### src/rtl/dac_sample_feeder.sv
// rtl/dac_sample_feeder.sv - FIFO-buffered sample feeder for a sigma-delta DAC
// Buffers upstream samples, primes to START_LEVEL, then hands one word per DAC strobe.
module dac_sample_feeder #(
  parameter int                    DAC_BITLEN    = 16,
  parameter int                    FIFO_DEPTH    = 16,
  parameter int                    START_LEVEL   = 8,
  parameter logic [DAC_BITLEN-1:0] IDLE_VALUE    = {1'b1, {(DAC_BITLEN-1){1'b0}}},
  parameter bit                    UNDERRUN_HOLD = 1'b0
) (
  input  logic                          clk,
  input  logic                          rst,
  input  logic [DAC_BITLEN-1:0]         s_data,
  input  logic                          s_valid,
  output logic                          s_ready,
  input  logic                          dac_ready,
  output logic [DAC_BITLEN-1:0]         dac_input,
  output logic [$clog2(FIFO_DEPTH):0]   fill_level,
  output logic                          running,
  output logic [15:0]                   underrun_cnt
);

  localparam int AW = $clog2(FIFO_DEPTH);
  localparam int LW = AW + 1;

  typedef enum logic [1:0] {
    PRIME    = 2'd0,
    RUN      = 2'd1,
    UNDERRUN = 2'd2
  } state_t;

  state_t                state_q, state_d;
  logic [DAC_BITLEN-1:0] mem [FIFO_DEPTH];
  logic [AW-1:0]         wr_ptr, rd_ptr;
  logic [LW-1:0]         fill_q;
  logic [DAC_BITLEN-1:0] dac_q, dac_d;
  logic [15:0]           ucnt_q, ucnt_d;
  logic                  running_q;
  logic                  push, pop;

  assign s_ready      = (fill_q != LW'(FIFO_DEPTH));
  assign push         = s_valid && s_ready;
  assign fill_level   = fill_q;
  assign dac_input    = dac_q;
  assign running      = running_q;
  assign underrun_cnt = ucnt_q;

  always_comb begin
    state_d = state_q;
    dac_d   = dac_q;
    ucnt_d  = ucnt_q;
    pop     = 1'b0;
    case (state_q)
      PRIME, UNDERRUN: begin
        if (fill_q >= LW'(START_LEVEL)) state_d = RUN;
      end
      RUN: begin
        if (dac_ready) begin
          if (fill_q != '0) begin
            pop   = 1'b1;
            dac_d = mem[rd_ptr];
          end else begin
            state_d = UNDERRUN;
            if (ucnt_q != 16'hFFFF) ucnt_d = ucnt_q + 16'd1;
            if (!UNDERRUN_HOLD) dac_d = IDLE_VALUE;
          end
        end
      end
      default: state_d = PRIME;
    endcase
  end

  // Storage has no reset; stale words are unreachable once the pointers clear.
  always_ff @(posedge clk) begin
    if (push) mem[wr_ptr] <= s_data;
  end

  always_ff @(posedge clk) begin
    if (rst) begin
      state_q   <= PRIME;
      wr_ptr    <= '0;
      rd_ptr    <= '0;
      fill_q    <= '0;
      dac_q     <= IDLE_VALUE;
      ucnt_q    <= '0;
      running_q <= 1'b0;
    end else begin
      state_q   <= state_d;
      dac_q     <= dac_d;
      ucnt_q    <= ucnt_d;
      running_q <= (state_d == RUN);
      if (push) wr_ptr <= wr_ptr + 1'b1;
      if (pop)  rd_ptr <= rd_ptr + 1'b1;
      case ({push, pop})
        2'b10:   fill_q <= fill_q + 1'b1;
        2'b01:   fill_q <= fill_q - 1'b1;
        default: fill_q <= fill_q;
      endcase
    end
  end

endmodule

### config.mk
export PLATFORM = sky130hd
export DESIGN_NAME = dac_sample_feeder
export DESIGN_NICKNAME = d
export VERILOG_FILES = /design/src/rtl/dac_sample_feeder.sv
export SDC_FILE = /design/constraint.sdc
export NUM_CORES = 1
export LEC_CHECK = 0
export ABC_CLOCK_PERIOD_IN_PS = 5580
export BUFFER_PORTS_ARGS = -buffer_cell sky130_fd_sc_hd__buf_2
export CAP_MARGIN = 20
export CORE_MARGIN = 2
export CORE_UTILIZATION = 50
export CTS_BUF_LIST = sky130_fd_sc_hd__clkbuf_16
export DETAILED_ROUTE_END_ITERATION = 10
export PLACE_DENSITY = 0.74
export SYNTH_ARGS = -nofsm -noshare
export SYNTH_HDL_FRONTEND = slang
export SYNTH_SLANG_ARGS = --single-unit
### constraint.sdc
create_clock -name clk -period 5.58 [get_ports clk]
set_input_delay 0.558 -clock clk [delete_from_list [all_inputs] [get_ports clk]]
set_output_delay 0.558 -clock clk [all_outputs]
set_load 0.02 [all_outputs]
==> results_dict.tcl <==
set metrics [dict create \
    clkLatencyLatePin_ns 0.56 \
    ant_nets 0 \
    tritoncts "done" \
    areaGrowthSynthToFinish_pct 13.91 \
    finalCriticalPeriod_ns 3.475 \
    cp_cell_instances "or4_1 -> o21ai_4 -> inv_1 -> ha_1 -> xor2_1 -> ha_1 -> or3b_2 -> a22oi_1 -> a22oi_1 -> mux2_2" \
    worstHoldStart "s_data[14]" \
    cpLargestDelayFamily "simple AND/OR/NAND/NOR gates" \
    crit-reg2reg-launch "fill_level[1]$_SDFFE_PP0P_" \
    detailed_route_vias_per_instance 6.055 \
    fin_setup_tns_ns 0 \
    synth_seq_cells 308 \
    post_drt_wl_per_cell_um 23.91 \
    grt_overflow_total 0 \
    synth_seq_area_share_pct 71.65 \
    root_cell_of_the_clock_tree "sky130_fd_sc_hd__clkbuf_16" \
    groute.usage.overall_pct 20.70 \
    vias 6661 \
    synthesis.nets 705 \
    commonest_non_fill_non_tap_cell_in_the_layout "sky130_fd_sc_hd__edfxtp_1" \
    cts_hold_buffers 0 \
    clock_sinks 308 \
    min_to "mem[13][14]$_DFFE_PP_" \
    postCtsSetupBuffers 0 \
    post_synth_instance_area_um2 12180 \
    drt_iter0_markers 629 \
    setup.worst_path.end_class "flop" \
    synth-warning-count 0 \
    timing_worst_setup_path_type "flop to flop" \
    clock.fmax_ghz 0.2878 \
    chipWidth_um 160.1 \
    firstDrtPassIters 7 \
    die_h_um 160.1 \
    ios 59 \
    utilization_pct 57.56 \
    timing.reg2reg.worst_path_depth 10 \
    postRouteWirelength_um 26300 \
    post_cts.resized_instances 0 \
    setup.worst_path.start_class "flop" \
    synth_enable_flop_cells 256 \
    number_of_antenna_violations_at_the_first_check_in_global_routing 1 \
    port-buffer-count 58 \
    outcome "finished, final reports clean" \
    tritoncts_buffer_count 29 \
    max_cap_violations 0 \
    synth.distinct_cells 58 \
    timing.reg2reg.setup_slack_ns 2.11 \
    detail_route.drc_violations 0 \
    critical_path.max_fanout 11 \
    critical_register_to_register_path_endpoint "fill_level[4]$_SDFFE_PP0P_" \
    worst_hold_path_type "input port to flop" \
    worstPathBufferInverterCount 1 \
    timing.critical_path.slowest_cell_delay_ns 0.72 \
    dieArea_um2 25630 \
    timing.final.hold_violations 0 \
    finalSetupViolCount 0 \
    ctsLongestPathBuffers 3 \
    critical_path_required_ns 6.01 \
    postSynth.topFlopCell "sky130_fd_sc_hd__edfxtp_1" \
    rsz0062_at_grt "no" \
    final.hold.worst_slack_ns 0.3692 \
    initial_utilization_pct 50.53 \
    ys_async_sr_fraction_pct 0 \
    clock_skew_ns 0.02263 \
    grt_first_pass_wirelength_um 40270 \
    vdd_drop_max_uv 249.0 \
    timing.final.max_slew_violations 0 \
    cts_max_level 1 \
    post_route_cells_drive_above_1_share_pct 27.65 \
    leak_pwr_uw 0.004445 \
    cts.reportedPaths.clkPinSlew_ns 0.06 \
    worst_hold_path.num_cells 1 \
    post-dp-hpwl_um 15250 \
    power.density_cell_area_nw_per_um2 327.3 \
    final_min_period_over_clock_period_pct 62.27 \
    mostFrequentLayoutCells "sky130_fd_sc_hd__edfxtp_1, sky130_fd_sc_hd__mux4_2, sky130_fd_sc_hd__buf_2" \
    gpl.final_weighted_congestion 0.7921 \
    core-area_um2 24110 \
    timing.critical_path.slowest_stage_cell "sky130_fd_sc_hd__or4_1" \
    grt_pass1_vias 6779 \
    maximum_number_of_pins_on_one_net_before_global_route_repair 66 \
    relSlewSlack_pct 36.54 \
    worst-slew-pin-transition_ns 0.9518 \
    synthesized_instance_count 677 \
    cp_data_arrival_time_ns 3.91 \
    finalNetCount 779 \
    num_rows 57 \
    avgSynthCellArea_um2 17.99 \
]
## worst register-to-register path, stage by stage (launching register included)
cell and delay, ns:
sky130_fd_sc_hd__dfxtp_1 0.45, sky130_fd_sc_hd__or4_1 0.73, sky130_fd_sc_hd__o21ai_4 0.27, sky130_fd_sc_hd__inv_1 0.07
sky130_fd_sc_hd__ha_1 0.28, sky130_fd_sc_hd__xor2_1 0.19, sky130_fd_sc_hd__ha_1 0.27, sky130_fd_sc_hd__or3b_2 0.49
sky130_fd_sc_hd__a22oi_1 0.20, sky130_fd_sc_hd__a22oi_1 0.13, sky130_fd_sc_hd__mux2_2 0.28
## worst max-delay path by stage
stage | startpoint | endpoint | slack (ns) | cells after the start
3_5_place_dp | fill_level[1]$_SDFFE_PP0P_ | fill_level[4]$_SDFFE_PP0P_ | 2.19 | 10
2_1_floorplan | fill_level[1]$_SDFFE_PP0P_ | fill_level[4]$_SDFFE_PP0P_ | 2.38 | 13
4_1_cts | fill_level[1]$_SDFFE_PP0P_ | fill_level[4]$_SDFFE_PP0P_ | 2.15 | 10
6_report | fill_level[1]$_SDFFE_PP0P_ | fill_level[4]$_SDFFE_PP0P_ | 2.11 | 10
5_1_grt | fill_level[1]$_SDFFE_PP0P_ | fill_level[4]$_SDFFE_PP0P_ | 1.90 | 10
3_3_place_gp | fill_level[1]$_SDFFE_PP0P_ | fill_level[4]$_SDFFE_PP0P_ | 2.37 | 10
## report_power, final
part	total (uW)	leakage [uW]	internal [uW]	switching (uW)
logic	128	0.00127	45.5	82.9
clock network	1890	0.000440	1050	836
registers	2530	0.00273	2510	12.8
total	4540	0.00444	3610	932
## metrics by stage
step / total power, uW / area [um^2] / setup slack (ns) / std cells
after floorplan: 2646 / 12180 / 2.382 / 677
after global placement: 2692 / 12890 / 2.373 / 1041
after detailed placement: 2702 / 12930 / 2.192 / 1043
after CTS: 4568 / 13860 / 2.152 / 1097
after global routing: 4674 / 13870 / 1.902 / 1098
final: 4542 / 13880 / 2.105 / 1100
## kinds of logic after synthesis
group                      after synthesis  synth area share [%]
DFF                                    308                 71.65
buffers and inverters                   49                 1.736
AOI/OAI and AO/OA                       82                 4.633
and+or+nand+nor                        119                 5.700
xor gates and xnor gates                 8                0.5752
muxes                                  103                 14.88
adders and majority gates                8                0.8217
## sequential cells by signal (all words and copies together), names as in the netlist, named ones only
| name | flops |
|---|---|
| mem | 256 |
| dac_input | 16 |
| underrun_cnt | 16 |
| fill_level | 5 |
| rd_ptr | 4 |
| wr_ptr | 4 |
| state_q | 2 |
| running | 1 |
## Yosys cell counts, types with 2 or more instances
cell type	instances	share of area, %
sky130_fd_sc_hd__or3b_2	2	0.14
sky130_fd_sc_hd__nand4_1	6	0.31
sky130_fd_sc_hd__and4_1	3	0.22
sky130_fd_sc_hd__a22oi_1	3	0.18
sky130_fd_sc_hd__and3_1	2	0.10
sky130_fd_sc_hd__a2bb2oi_1	15	1.1
sky130_fd_sc_hd__ha_1	8	0.82
sky130_fd_sc_hd__mux4_2	62	11
sky130_fd_sc_hd__inv_1	10	0.31
sky130_fd_sc_hd__o41ai_1	3	0.22
sky130_fd_sc_hd__xor2_1	6	0.43
sky130_fd_sc_hd__nor3_1	8	0.33
sky130_fd_sc_hd__o21ai_0	19	0.78
sky130_fd_sc_hd__mux2i_1	36	3.0
sky130_fd_sc_hd__or4_1	7	0.43
sky130_fd_sc_hd__or4b_1	2	0.16
sky130_fd_sc_hd__nand2_1	11	0.34
sky130_fd_sc_hd__buf_1	5	0.15
sky130_fd_sc_hd__nor4b_1	2	0.14
sky130_fd_sc_hd__nor3b_1	2	0.12
sky130_fd_sc_hd__nor2_1	39	1.2
sky130_fd_sc_hd__o31ai_1	8	0.49
sky130_fd_sc_hd__xnor2_1	2	0.14
sky130_fd_sc_hd__a211oi_1	3	0.18
sky130_fd_sc_hd__edfxtp_1	256	63
sky130_fd_sc_hd__nor4_1	4	0.21
sky130_fd_sc_hd__or4b_2	2	0.16
sky130_fd_sc_hd__a21oi_1	18	0.74
sky130_fd_sc_hd__clkbuf_1	19	0.59
sky130_fd_sc_hd__nand3_1	8	0.33
sky130_fd_sc_hd__mux2_2	5	0.46
sky130_fd_sc_hd__dfxtp_1	52	8.5
sky130_fd_sc_hd__nand3b_1	2	0.12
sky130_fd_sc_hd__nand2b_1	2	0.10
sky130_fd_sc_hd__nor2b_1	4	0.21
sky130_fd_sc_hd__o211ai_1	4	0.25
sky130_fd_sc_hd__buf_2	12	0.49
sky130_fd_sc_hd__or3_1	5	0.26
## routing by layer
layer / share of wire, % / routed length, um / vias up / track usage [%]
met5: 0 / 0 / - / 0
met4: 2.3 / 606 / 0 / 6.347
met3: 6.5 / 1722 / 52 / 2.909
met2: 51 / 13410 / 270 / 35.16
met1: 40 / 10550 / 3443 / 28.09
li1: - / - / 2896 / -
## area by class of cell
| class | count | area (um^2) |
|---|---|---|
| Timing Repair Buffer | 82 | 501.7 |
| Clock buffer | 29 | 725.7 |
| Fill cell | 1788 | 10230 |
| Sequential cell | 308 | 8735 |
| Inverter | 10 | 37.54 |
| Antenna cell | 2 | 5.005 |
| Tap cell | 324 | 405.4 |
| Clock inverter | 25 | 201.4 |
| Multi-Input combinational cell | 320 | 3264 |
Note: power is estimated with default switching activity, not from simulation.
